## config.mk

```make
export PLATFORM = sky130hd
export DESIGN_NAME = network_controller_flat
export DESIGN_NICKNAME = d
export VERILOG_FILES = /design/src/rtl/network_controller_if.sv /design/src/rtl/network_controller.sv /design/src/flat_wrapper.sv
export SDC_FILE = /design/constraint.sdc
export NUM_CORES = 1
export LEC_CHECK = 0
export ABC_AREA = 0
export BUFFER_PORTS_ARGS = -buffer_cell sky130_fd_sc_hd__buf_2
export CORE_ASPECT_RATIO = 1.2
export CORE_MARGIN = 1
export CORE_UTILIZATION = 35
export DETAILED_ROUTE_END_ITERATION = 16
export PLACE_DENSITY = 0.63
export SKIP_CTS_REPAIR_TIMING = 1
export SLEW_MARGIN = 20
export SYNTH_ARGS = -nofsm -noshare
export SYNTH_HDL_FRONTEND = slang
export SYNTH_SLANG_ARGS = --single-unit
```

## constraint.sdc

```tcl
create_clock -name clk -period 7.25 [get_ports clk]
set_input_delay 0.725 -clock clk [delete_from_list [all_inputs] [get_ports clk]]
set_output_delay 0.725 -clock clk [all_outputs]
set_load 0.02 [all_outputs]
```

## src/rtl/network_controller_if.sv

```systemverilog
// network_controller_if
//   Bundles the weight-bank write port, the start/sample request and the
//   result outputs of the perceptron layer stage.
//   Handshake semantics: a weight word is taken on a rising clk edge when
//   writeData is high and the stage is idle; otherwise it is dropped. A run
//   begins on a 0->1 transition of start_network_controller seen while idle;
//   busy is high for the whole run and done pulses for exactly one cycle when
//   unit_out carries the new result. There is no back-pressure.
//   master : the loader side (drives weights, start, sample)
//   slave  : the compute stage (drives unit_out, done, busy, dbg_state)
interface network_controller_if;
   logic [31:0] weight_data;
   logic [1:0]  address;
   logic        writeData;
   logic        start_network_controller;
   logic [31:0] sample_in;
   logic [3:0]  unit_out;
   logic        done;
   logic        busy;
   logic [2:0]  dbg_state;

   modport master (
      output weight_data, address, writeData, start_network_controller, sample_in,
      input  unit_out, done, busy, dbg_state
   );

   modport slave (
      input  weight_data, address, writeData, start_network_controller, sample_in,
      output unit_out, done, busy, dbg_state
   );
endinterface

```

## src/rtl/network_controller.sv

```systemverilog
// network_controller
//   4-input, 4-unit perceptron layer. Weight words are captured into a local
//   bank while idle; a start rise loads the sample and runs one signed 8x8 MAC
//   per cycle, then a step activation (sum > THRESHOLD) per unit.
//   Ports:
//     clk   : system clock, rising edge
//     reset : asynchronous, active-high; clears all state
//     bus   : slave side of network_controller_if (weights, start, sample,
//             unit_out, done, busy, dbg_state = current FSM state)
module network_controller #(
   parameter logic signed [17:0] THRESHOLD = 18'sd0,
   parameter int                 NUM_UNITS = 4
) (
   input logic                 clk,
   input logic                 reset,
   network_controller_if.slave bus
);

   typedef enum logic [2:0] {
      S_IDLE = 3'd0,
      S_LOAD = 3'd1,
      S_MAC  = 3'd2,
      S_EVAL = 3'd3,
      S_DONE = 3'd4
   } state_t;

   state_t             state_q, state_d;
   logic [31:0]        bank_q [NUM_UNITS];
   logic [31:0]        bank_d [NUM_UNITS];
   logic [31:0]        x_q, x_d;
   logic signed [17:0] acc_q, acc_d;
   logic [1:0]         unit_q, unit_d;
   logic [1:0]         k_q, k_d;
   logic [3:0]         res_q, res_d;
   logic [3:0]         unit_out_q, unit_out_d;
   logic               done_q, done_d;
   logic               start_q;

   logic               rise;
   logic signed [7:0]  w_byte;
   logic signed [7:0]  x_byte;
   logic signed [15:0] prod;

   assign rise = bus.start_network_controller & ~start_q;

   // Byte k of the word/sample is operand k of the current unit.
   assign w_byte = bank_q[unit_q][{k_q, 3'b000} +: 8];
   assign x_byte = x_q[{k_q, 3'b000} +: 8];
   assign prod   = w_byte * x_byte;

   always_comb begin
      state_d    = state_q;
      bank_d     = bank_q;
      x_d        = x_q;
      acc_d      = acc_q;
      unit_d     = unit_q;
      k_d        = k_q;
      res_d      = res_q;
      unit_out_d = unit_out_q;
      done_d     = 1'b0;

      case (state_q)
         S_IDLE: begin
            // A write in the same cycle as the start rise lands before the
            // first MAC, so the run sees the new word.
            if (bus.writeData) begin
               bank_d[bus.address] = bus.weight_data;
            end
            if (rise) begin
               state_d = S_LOAD;
            end
         end
         S_LOAD: begin
            x_d     = bus.sample_in;
            acc_d   = '0;
            unit_d  = '0;
            k_d     = '0;
            state_d = S_MAC;
         end
         S_MAC: begin
            // Sum of four 16-bit products always fits 18 bits signed.
            acc_d = acc_q + {{2{prod[15]}}, prod};
            k_d   = k_q + 2'd1;
            if (k_q == 2'd3) begin
               state_d = S_EVAL;
            end
         end
         S_EVAL: begin
            res_d[unit_q] = (acc_q > THRESHOLD);
            acc_d         = '0;
            k_d           = '0;
            if (unit_q == 2'd3) begin
               unit_out_d         = res_q;
               unit_out_d[unit_q] = (acc_q > THRESHOLD);
               done_d             = 1'b1;
               state_d            = S_DONE;
            end else begin
               unit_d  = unit_q + 2'd1;
               state_d = S_MAC;
            end
         end
         S_DONE: begin
            state_d = S_IDLE;
         end
         default: begin
            state_d = S_IDLE;
         end
      endcase
   end

   always_ff @(posedge clk or posedge reset) begin
      if (reset) begin
         state_q    <= S_IDLE;
         for (int i = 0; i < NUM_UNITS; i++) begin
            bank_q[i] <= '0;
         end
         x_q        <= '0;
         acc_q      <= '0;
         unit_q     <= '0;
         k_q        <= '0;
         res_q      <= '0;
         unit_out_q <= '0;
         done_q     <= 1'b0;
         start_q    <= 1'b0;
      end else begin
         state_q    <= state_d;
         bank_q     <= bank_d;
         x_q        <= x_d;
         acc_q      <= acc_d;
         unit_q     <= unit_d;
         k_q        <= k_d;
         res_q      <= res_d;
         unit_out_q <= unit_out_d;
         done_q     <= done_d;
         start_q    <= bus.start_network_controller;
      end
   end

   assign bus.unit_out  = unit_out_q;
   assign bus.done      = done_q;
   assign bus.busy      = (state_q != S_IDLE);
   assign bus.dbg_state = state_q;

endmodule

```

## src/flat_wrapper.sv

```systemverilog
// flat-port wrapper written by rule: the top's interface ports become plain ports
module network_controller_flat 
#(
   parameter logic signed [17:0] THRESHOLD = 18'sd0,
   parameter int                 NUM_UNITS = 4
)
  (clk, reset, bus_weight_data, bus_address, bus_writeData, bus_start_network_controller, bus_sample_in, bus_unit_out, bus_done, bus_busy, bus_dbg_state);
  network_controller_if bus_i ();
  input logic clk;
  input logic reset;
  input wire logic [$bits(bus_i.weight_data)-1:0] bus_weight_data;
  input wire logic [$bits(bus_i.address)-1:0] bus_address;
  input wire logic [$bits(bus_i.writeData)-1:0] bus_writeData;
  input wire logic [$bits(bus_i.start_network_controller)-1:0] bus_start_network_controller;
  input wire logic [$bits(bus_i.sample_in)-1:0] bus_sample_in;
  output wire logic [$bits(bus_i.unit_out)-1:0] bus_unit_out;
  output wire logic [$bits(bus_i.done)-1:0] bus_done;
  output wire logic [$bits(bus_i.busy)-1:0] bus_busy;
  output wire logic [$bits(bus_i.dbg_state)-1:0] bus_dbg_state;
  assign bus_i.weight_data = bus_weight_data;
  assign bus_i.address = bus_address;
  assign bus_i.writeData = bus_writeData;
  assign bus_i.start_network_controller = bus_start_network_controller;
  assign bus_i.sample_in = bus_sample_in;
  assign bus_unit_out = bus_i.unit_out;
  assign bus_done = bus_i.done;
  assign bus_busy = bus_i.busy;
  assign bus_dbg_state = bus_i.dbg_state;
  network_controller #(.THRESHOLD(THRESHOLD), .NUM_UNITS(NUM_UNITS)) u_core (.clk(clk), .reset(reset), .bus(bus_i));
endmodule
```

==> impl_metrics.ini <==
[status]
status = finished clean

[clocking]
insertion_delay_ps = 430
cts_sinks = 194
htree_levels = 4
clkSlewWorstSetupHoldPaths_ps = 70
cts_tree = built
cts_root_buffer = clkbuf_16
numCtsBuffers = 17
cts_buffer_depth = 2

[sta]
finalCritPeriodShare = 0.967
skew_ps = 7.01
fmax_mhz = 143
post-route-min-period_ps = 7010
relSlewSlack = 0.465
final_max_slew_viol_count = 0
timing.hold.ws_ps = 412
postLayoutSetupSlackWorst_ps = 242
worst_pin_slew_ps = 803
fin_setup_tns_ps = 0
setup_viol = 0
hold_viol = 0

[cells_and_area]
insertedDiodeCount = 0
layout_commonest_cell = dfrtp_1
fillers = 3063
fin_nets = 1203
mostFrequentLayoutCells = 193 x dfrtp_1, 163 x mux2_2, 95 x inv_1
final_cells = 1483
ff_latch_area_um2 = 4860
drive_above_1_share = 0.381
multi_input_area_um2 = 6430
syn2layout_area_growth_pct = 16.4

[setup_path]
cp.arrival_ps = 7320
cp_cell_sequence = buf_12 -> buf_6 -> mux4_1 -> mux4_2 -> and2_4 -> fa_1 -> fa_2 -> inv_1 -> fa_1 -> fa_1 -> inv_1 -> ha_1 -> nand3_1 -> nor3_2 -> a21oi_2 -> a311oi_2 -> xnor2_2 -> ha_1 -> inv_2 -> o21bai_1 -> a221oi_2 -> xnor2_1 -> o21bai_1 -> a22o_1
crit_path_max_fanout = 8
cp_slowest_stage_delay_ps = 640
crit_slowest_cell = fa_2
worstPathRequired_ps = 7570
start_kind = register
crit_path_frequent_cell = fa_1
crit_type = register to register
end_kind = register

[grt]
use_met3 = 0.0278
grt.total_usage = 0.154
grt_overflow = 0
busiest_layer = met2
antenna_found_initial = 2
grtUsageMet1 = 0.190
grt_start_max_net_pins = 113
first_global_vias = 7705
grt_pass1_wl_mm = 40.7
grtUsageMet2 = 0.270

[yosys]
async_flop_share = 1.00
synth_area_um2 = 11700
synth_ff_type = dfrtp_1
synth-edff-count = 0
ys_ff_latch = 194
yosysSeqAreaShare = 0.415
netlist_top_cells_area = dfrtp_1 42%, mux2_2 16%, fa_1 9.6%, mux4_2 7.3%, ha_1 5.5%
synth_fp_nets = 1095
synth.yosys.warnings = 0
synth_top_area_share = 0.415
syn_inst = 918
yosysUniqueCellTypes = 52
yosysTopAreaCell = dfrtp_1
synth.avg_cell_area_um2 = 12.7

[placed_design]
dp_hpwl_mm = 17.9
pre_cts_ws_ps = -7.92
gp_congestion = 0.826
place_inst = 1432
io_buffer_count = 78

[job]
maxCapViolCount = 0

[route]
routed_wl_mm = 25.1
drtIter0Drc = 226
dr.pass1.iters = 4
ant_nets = 0
wl_per_cell_um = 16.9
vias_per_cell = 4.96
vias = 7349
drc = 0

[die]
coreArea_um2 = 32500
fp-row-count = 72
die_x_um = 169
die_area_um2 = 34100
die_y_um = 202
start_util = 0.360
io_pins = 79

[hold_path]
hold_path_class = input port to async pin
-- stage by stage --
stage          cell area (µm²)   util
6_report                 13600  0.418
5_1_grt                  13600  0.418
4_1_cts                  13300  0.409
3_5_place_dp             12700  0.392
3_3_place_gp             12700  0.392
2_1_floorplan            11700      -
-- registers in the layout, indices dropped and copies added, names as in the netlist --
register              cells
u_core.k_q                2
u_core.bank_q           128
u_core.start_q            1
u_core.bus.unit_out       4
u_core.bus.done           1
u_core.acc_q             18
u_core.unit_q             2
u_core.x_q               32
u_core.bus.dbg_state      3
u_core.res_q              3
-- final timing paths --
path	cells past startpoint	start	slack (ps)	to
max in group asynchronous	3	reset	5520	u_core.x_q[5]
min in group clk	1	bus_start_network_controller	420	u_core.start_q
worst max register to register	24	u_core.unit_q[0]	240	u_core.acc_q[17]
worst max-delay path	24	u_core.unit_q[0]	240	u_core.acc_q[17]
worst min register to register	2	u_core.res_q[2]	490	u_core.res_q[2]
worst min-delay path	2	reset	410	u_core.x_q[25]
-- critical path, delay by kind of cell, from the launching register on --
family          cells  cell delay, ps
compound gates      6            1120
xor+xnor            2             350
fa+ha+maj           6            2820
buf+inv             5             500
flops               1             430
mux                 2            1110
simple gates        3             550
-- layer usage --
layer | vias up | wire length [µm]
li1 | 3415 | -
met1 | 3796 | 10800
met2 | 106 | 13200
met3 | 30 | 666
met4 | 2 | 463
met5 | - | 10
-- final cells by class --
type                            instances  share of cell area
Sequential cell                       194               0.357
Clock inverter                         12             0.00708
Timing Repair Buffer                  123              0.0611
Multi-Input combinational cell        590               0.472
Inverter                              100              0.0281
Clock buffer                           20              0.0336
Tap cell                              444              0.0408
-- cell usage after synthesis, types with 9 or more instances --
| cell type | number |
|---|---|
| nand2_1 | 54 |
| xor2_1 | 11 |
| dfrtp_1 | 194 |
| and2_1 | 44 |
| inv_1 | 100 |
| fa_1 | 56 |
| clkbuf_1 | 20 |
| xnor2_1 | 18 |
| nor2_1 | 25 |
| a21oi_1 | 17 |
| mux4_1 | 9 |
| ha_1 | 51 |
| mux4_2 | 38 |
| mux2_2 | 163 |
| o21ai_0 | 25 |
-- cells by family after synthesis --
logic type      count (synthesis)  share of synthesized area
mux                           214                      0.254
flops                         194                      0.415
xor+xnor                       29                     0.0217
compound gates                 83                     0.0462
buf+inv                       134                     0.0459
fa+ha+maj                     107                      0.150
simple gates                  157                     0.0668
Power is left out: the tool's default activity adds up to more than one toggle a clock period on the data nets, which glitch-free logic cannot reach.
